===== config.mk =====
export PLATFORM = sky130hd
export DESIGN_NAME = mips_div_iter
export DESIGN_NICKNAME = d
export VERILOG_FILES = /design/src/rtl/mips_div_iter.sv
export SDC_FILE = /design/constraint.sdc
export NUM_CORES = 1
export LEC_CHECK = 0
export BUFFER_PORTS_ARGS = -buffer_cell sky130_fd_sc_hd__clkbuf_2
export CAP_MARGIN = 5
export CORE_MARGIN = 3
export CORE_UTILIZATION = 35
export DETAILED_ROUTE_END_ITERATION = 8
export PLACE_DENSITY = 0.49
export SLEW_MARGIN = 20
export SYNTH_ARGS = -nofsm -noshare
export SYNTH_HDL_FRONTEND = slang
export SYNTH_SLANG_ARGS = --single-unit

===== constraint.sdc =====
create_clock -name clk -period 8.9 [get_ports clk]
set_input_delay 0.89 -clock clk [delete_from_list [all_inputs] [get_ports clk]]
set_output_delay 0.89 -clock clk [all_outputs]
set_load 0.01 [all_outputs]

===== src/rtl/mips_div_iter.sv =====
// Iterative 32-bit MIPS DIV/DIVU unit with AXI-Stream style operand and result channels.
// The divisor and dividend channels may arrive on the same edge or separately.
// One restoring radix-2 step runs per cycle on operand magnitudes.
// A final cycle applies sign correction and registers the {quotient, remainder} result.
module mips_div_iter #(
  parameter int DATA_W = 32
) (
  input  logic                  clk,
  input  logic                  reset,
  input  logic                  s_axis_divisor_tvalid,
  output logic                  s_axis_divisor_tready,
  input  logic [DATA_W-1:0]     s_axis_divisor_tdata,
  input  logic                  s_axis_dividend_tvalid,
  output logic                  s_axis_dividend_tready,
  input  logic [DATA_W-1:0]     s_axis_dividend_tdata,
  input  logic                  div_signed,
  output logic                  m_axis_dout_tvalid,
  input  logic                  m_axis_dout_tready,
  output logic [2*DATA_W-1:0]   m_axis_dout_tdata
);

  localparam int CNT_W = $clog2(DATA_W);
  localparam logic [CNT_W-1:0] CNT_LAST = CNT_W'(DATA_W - 1);

  typedef enum logic [1:0] {S_IDLE, S_WAIT, S_BUSY, S_DONE} state_t;

  state_t                r_state;
  state_t                w_state_nxt;
  logic [CNT_W-1:0]      r_cnt;
  logic                  r_fin;
  logic                  r_have_dvs;
  logic                  r_have_dvd;
  logic [2*DATA_W-1:0]   r_dout;

  logic [DATA_W-1:0]     r_dvs;
  logic [DATA_W-1:0]     r_dvd;
  logic                  r_signed;
  logic [DATA_W-1:0]     r_rem;
  logic [DATA_W-1:0]     r_quo;

  logic                  w_dvs_hs;
  logic                  w_dvd_hs;
  logic                  w_enter_busy;
  logic                  w_step;
  logic [DATA_W-1:0]     w_dvs_mag;
  logic [DATA_W-1:0]     w_rem_cur;
  logic [DATA_W-1:0]     w_quo_cur;
  logic [DATA_W:0]       w_rem_sh;
  logic [DATA_W:0]       w_diff;
  logic                  w_ge;
  logic [DATA_W-1:0]     w_rem_nxt;
  logic [DATA_W-1:0]     w_quo_nxt;
  logic                  w_q_neg;
  logic                  w_r_neg;
  logic [2*DATA_W-1:0]   w_result;

  // Magnitude of an operand; in unsigned mode the raw bits are already the magnitude.
  // The most negative value maps onto itself, which is its correct unsigned magnitude.
  function automatic logic [DATA_W-1:0] f_mag(input logic signed [DATA_W-1:0] v,
                                              input logic sgn);
    logic signed [DATA_W-1:0] neg;
    neg = -v;
    if (sgn && (v < 0)) return $unsigned(neg);
    return $unsigned(v);
  endfunction

  // Re-applies a sign to an unsigned magnitude (two's complement negate when neg is set).
  function automatic logic [DATA_W-1:0] f_sign(input logic [DATA_W-1:0] mag, input logic neg);
    logic signed [DATA_W-1:0] s;
    s = $signed(mag);
    if (neg) return $unsigned(-s);
    return mag;
  endfunction

  assign w_dvs_hs     = s_axis_divisor_tvalid  & s_axis_divisor_tready;
  assign w_dvd_hs     = s_axis_dividend_tvalid & s_axis_dividend_tready;
  assign w_enter_busy = (w_state_nxt == S_BUSY) && (r_state != S_BUSY);
  assign w_step       = (r_state == S_BUSY) && !r_fin;

  // Restoring step: on the first iteration the working registers still hold stale data,
  // so the partial remainder starts at zero and the shifter starts at |dividend|.
  assign w_dvs_mag = f_mag(r_dvs, r_signed);
  assign w_rem_cur = (r_cnt == '0) ? '0 : r_rem;
  assign w_quo_cur = (r_cnt == '0) ? f_mag(r_dvd, r_signed) : r_quo;
  assign w_rem_sh  = {w_rem_cur, w_quo_cur[DATA_W-1]};
  assign w_diff    = w_rem_sh - {1'b0, w_dvs_mag};
  // The partial remainder stays below the divisor, so a clear top bit means "fits".
  assign w_ge      = ~w_diff[DATA_W];
  assign w_rem_nxt = w_ge ? w_diff[DATA_W-1:0] : w_rem_sh[DATA_W-1:0];
  assign w_quo_nxt = {w_quo_cur[DATA_W-2:0], w_ge};

  // Quotient is negative when the operand signs differ; remainder follows the dividend.
  // Division by zero bypasses the datapath with the architected all-ones/dividend result.
  assign w_q_neg  = r_signed & (r_dvd[DATA_W-1] ^ r_dvs[DATA_W-1]);
  assign w_r_neg  = r_signed & r_dvd[DATA_W-1];
  assign w_result = (r_dvs == '0) ? {{DATA_W{1'b1}}, r_dvd}
                                  : {f_sign(r_quo, w_q_neg), f_sign(r_rem, w_r_neg)};

  assign m_axis_dout_tdata = r_dout;

  // State register plus control counters and the result register.
  always_ff @(posedge clk or posedge reset) begin
    if (reset) begin
      r_state    <= S_IDLE;
      r_cnt      <= '0;
      r_fin      <= 1'b0;
      r_have_dvs <= 1'b0;
      r_have_dvd <= 1'b0;
      r_dout     <= '0;
    end else begin
      r_state <= w_state_nxt;
      if (w_dvs_hs) r_have_dvs <= 1'b1;
      if (w_dvd_hs) r_have_dvd <= 1'b1;
      if (w_enter_busy) begin
        r_have_dvs <= 1'b0;
        r_have_dvd <= 1'b0;
        r_cnt      <= '0;
        r_fin      <= 1'b0;
      end else if (w_step) begin
        r_cnt <= r_cnt + 1'b1;
        if (r_cnt == CNT_LAST) r_fin <= 1'b1;
      end else if ((r_state == S_BUSY) && r_fin) begin
        r_dout <= w_result;
        r_fin  <= 1'b0;
      end
    end
  end

  // Operand capture on handshakes and the per-cycle division step (no reset needed).
  always_ff @(posedge clk) begin
    if (w_dvs_hs) r_dvs <= s_axis_divisor_tdata;
    if (w_dvd_hs) begin
      r_dvd    <= s_axis_dividend_tdata;
      r_signed <= div_signed;
    end
    if (w_step) begin
      r_rem <= w_rem_nxt;
      r_quo <= w_quo_nxt;
    end
  end

  // Next-state decode.
  always_comb begin
    w_state_nxt = r_state;
    case (r_state)
      S_IDLE: begin
        if (w_dvs_hs && w_dvd_hs)      w_state_nxt = S_BUSY;
        else if (w_dvs_hs || w_dvd_hs) w_state_nxt = S_WAIT;
      end
      S_WAIT: begin
        if ((r_have_dvs || w_dvs_hs) && (r_have_dvd || w_dvd_hs)) w_state_nxt = S_BUSY;
      end
      S_BUSY: begin
        if (r_fin) w_state_nxt = S_DONE;
      end
      S_DONE: begin
        if (m_axis_dout_tready) w_state_nxt = S_IDLE;
      end
      default: w_state_nxt = S_IDLE;
    endcase
  end

  // Handshake outputs: in WAIT only the channel still missing its operand is ready.
  always_comb begin
    s_axis_divisor_tready  = 1'b0;
    s_axis_dividend_tready = 1'b0;
    m_axis_dout_tvalid     = 1'b0;
    case (r_state)
      S_IDLE: begin
        s_axis_divisor_tready  = 1'b1;
        s_axis_dividend_tready = 1'b1;
      end
      S_WAIT: begin
        s_axis_divisor_tready  = ~r_have_dvs;
        s_axis_dividend_tready = ~r_have_dvd;
      end
      S_DONE: m_axis_dout_tvalid = 1'b1;
      default: ;
    endcase
  end

endmodule


==> flow_metrics.py <==
metrics = {
    "run_status": {
        "status": "finished, final reports clean",
    },
    "setup_path": {
        "r2r_setup_slack_ns": 2.96,
        "worstPathRequired_ns": 9.18,
        "startpoint_type": "flop",
        "critical_path_arrival_ns": 6.22,
        "crit_path_end_kind": "flop",
        "r2r-start": "r_dvd[1]",
        "worstSetupPathType": "flop to flop",
        "r2r_end": "r_rem[31]",
        "worstRegToRegCells": 19,
        "path_max_fanout": 31,
    },
    "route": {
        "drc_errors": 0,
        "finalWirelength_um": 31250,
        "final_antenna_net_count": 0,
        "via_per_inst": 5.053,
        "drtIter0Drc": 635,
        "num_vias": 9359,
        "wl_per_cell_um": 16.87,
        "drt-pass1-iter-count": 5,
    },
    "synth": {
        "synth.top_cell.area_share_pct": 31.22,
        "synthAdderAreaFrac_pct": 4.094,
        "synthMuxAreaShare_pct": 3.983,
        "ys.flop_type": "edfxtp_1",
        "yosys-top-cells-count": "nand2_1 (146), edfxtp_1 (129), nor2_1 (107)",
        "seq_area_frac_synth_pct": 46.15,
        "synth_compound_area_share_pct": 16.88,
        "yosysMostFrequentCell": "nand2_1",
        "async_flop_share_pct": 36.45,
        "synthXorXnorAreaFrac_pct": 10.38,
        "synthTopCellsByArea": "edfxtp_1 (31%), dfrtp_1 (15%), xor2_1 (5.6%)",
        "yosys.area.top_type": "edfxtp_1",
        "synth_cell_types": 68,
        "synth-edff-count": 129,
        "synth_nets": 1374,
        "ys_ff_latch": 203,
        "synth_top_family_by_area": "compound AO/OA/AOI/OAI gates",
        "avgSynthCellArea_um2": 9.816,
        "syn_area_um2": 12410,
        "yosysWarnings": 0,
        "synthSimpleGateAreaFrac_pct": 15.61,
        "syn_inst": 1264,
    },
    "timing": {
        "worst_slew_pin_slew_ns": 1.108,
        "final.setup.tns_ns": 0,
        "hold_viol": 0,
        "finalSetupViolCount": 0,
        "fin_skew_ns": 0.03135,
        "slew-limit-headroom_pct": 25.95,
        "rsz0062_at_grt": "no",
        "maxSlewViolCount": 0,
        "finalCriticalPeriod_ns": 5.942,
        "max_freq_mhz": 168.3,
        "period_share_pct": 66.77,
    },
    "global_route": {
        "first_global_vias": 9176,
        "antenna_found_initial": 0,
        "grt_usage_pct": 16.22,
        "grt_pass1_wl_um": 49860,
        "grt_max_degree": 86,
        "overflow": 0,
    },
    "floorplanning": {
        "die_width_um": 194.3,
        "core_um2": 34710,
        "pin_count": 137,
        "rows": 68,
        "die_h_um": 194.3,
        "start_util_pct": 35.74,
        "dieArea_um2": 37740,
    },
    "place": {
        "place_hpwl_um": 23500,
        "gp_congestion": 0.8099,
        "portBuffers": 136,
    },
    "power_and_ir_drop": {
        "p_leak_uw": 0.005857,
        "clkPwrFrac_pct": 15.3,
        "p_comb_share_pct": 55.1,
        "swShare_pct": 41.43,
        "p_per_area_nw_per_um2": 460.2,
        "p_sw_uw": 2732,
        "p_seq_share_pct": 29.6,
        "p_int_uw": 3863,
        "vdd_drop_max_mv": 0.2600,
        "p_total_uw": 6595,
    },
    "clock_tree": {
        "cts_resized": 0,
        "hold_buffers": 0,
        "htreeDepth": 1,
        "clockBufferDepth": 3,
        "clk_latency_ns": 0.56,
        "cts_tree": "yes",
        "post_cts_buffers": 0,
        "cts_sinks": 203,
        "numCtsBuffers": 25,
        "clk_pin_slew_worst_paths_ns": 0.06,
        "clock-root-buffer": "clkbuf_16",
    },
    "worst_hold_path": {
        "min_path_cells": 2,
        "min_to": "m_axis_dout_tdata[29]",
        "hp-start": "m_axis_dout_tdata[29]",
        "hold_class": "flop to flop",
    },
    "run": {
        "maxCapViolations": 0,
    },
    "finish": {
        "area_growth_pct": 15.49,
        "drive_above_1_share_pct": 16.75,
        "antenna_cells": 0,
        "n_fill_cell": 3493,
        "nNetsFinal": 1488,
    },
}
-- registers in the layout, indices dropped and copies added (netlist names) --
signal	count
r_have_dvd	1
r_rem	32
r_signed	1
r_fin	1
r_dvs	32
r_cnt	5
m_axis_dout_tdata	64
r_state	2
r_dvd	32
r_quo	32
r_have_dvs	1
-- layout make-up --
type | count | area (um^2) | share of cell area [%]
timing repair buffer | 148 | 774.5 | 5.405
inverter | 27 | 101.3 | 0.7073
sequential | 203 | 5725 | 39.96
tap | 455 | 569.3 | 3.973
clock buffer | 30 | 644.4 | 4.497
multi-input combinational | 973 | 6345 | 44.28
clock inverter | 16 | 168.9 | 1.179
-- power by group through the flow --
| stage | clock (uW) | combinational (uW) | sequential (uW) |
|---|---|---|---|
| after CTS | 1050 | 3660 | 1960 |
| after global placement | 0 | 3650 | 1960 |
| after floorplan | 0 | 2860 | 1930 |
| after detailed placement | 0 | 3650 | 1970 |
| after global routing | 1080 | 4050 | 2010 |
| final | 1010 | 3630 | 1950 |
-- per-layer routing --
layer,global-route usage (%),vias up,wire (um)
li1,-,4837,-
met1,22.73,4302,15110
met2,26.50,179,14200
met3,2.450,41,1186
met4,4.043,0,756
met5,0,-,0
-- stage by stage --
step / util (%) / hold slack (ns) / cell area, um^2 / cells / setup WS [ns]
floorplan: - / 0.5053 / 12410 / 1264 / 2.600
global placement: 38.92 / 0.4721 / 13510 / 1806 / 2.975
detailed placement: 38.92 / 0.4791 / 13510 / 1806 / 2.935
CTS: 41.27 / 0.4787 / 14330 / 1852 / 2.882
global route: 41.28 / 0.4824 / 14330 / 1852 / 2.579
finish: 41.28 / 0.4827 / 14330 / 1852 / 2.958
-- kinds of logic (layout without fill, tap and decap cells) --
logic type / after synthesis / count (layout)
AOI/OAI and AO/OA: 341 / 341
adders and majority gates: 40 / 40
muxes: 35 / 35
and+or+nand+nor: 410 / 410
buffers and inverters: 88 / 221
xor gates and xnor gates: 147 / 147
DFF: 203 / 203
-- worst max-delay path by stage --
| stage | to | depth (start not counted) | slack [ns] | startpoint |
|---|---|---|---|---|
| 6_report | r_rem[31] | 19 | 2.96 | r_dvd[1] |
| 5_1_grt | r_rem[31] | 19 | 2.58 | r_dvd[1] |
| 4_1_cts | r_rem[31] | 19 | 2.88 | r_dvd[1] |
| 3_5_place_dp | r_rem[31] | 19 | 2.94 | r_dvd[1] |
| 3_3_place_gp | r_rem[31] | 19 | 2.97 | r_dvd[1] |
| 2_1_floorplan | r_cnt[3] | 6 | 2.60 | r_state[1] |
-- critical path, cell delays in order (launching register included) --
cell	delay (ns)
edfxtp_1	0.44
or4_1	0.64
nor4_2	0.59
and3_1	0.30
nand2_1	0.10
o31ai_1	0.25
and3_1	0.18
a21oi_1	0.09
ha_1	0.27
inv_1	0.06
fa_1	0.22
a211oi_1	0.10
o21ai_2	0.24
o211ai_2	0.17
a2111oi_2	0.37
nor3_1	0.10
a311oi_2	0.27
xor2_1	0.18
inv_2	0.69
mux2_1	0.39
-- layout by cell type, fill, tap and decap left out, drive strengths merged, types with 8 or more instances in the layout --
cell type / n
buf: 12
mux2: 31
o31ai: 18
a21o: 21
a21oi: 69
nor4: 17
or3: 11
inv: 28
nand2b: 11
or4: 15
dfrtp: 74
nor3: 27
and3: 11
nand3: 13
nor2: 108
nand2: 146
xnor2: 67
o22a: 8
clkbuf: 166
o21ai: 138
o41ai: 16
clkinv: 10
ha: 39
edfxtp: 129
and2: 34
xor2: 80
a31oi: 33
Note: power is estimated with default switching activity, not from simulation.
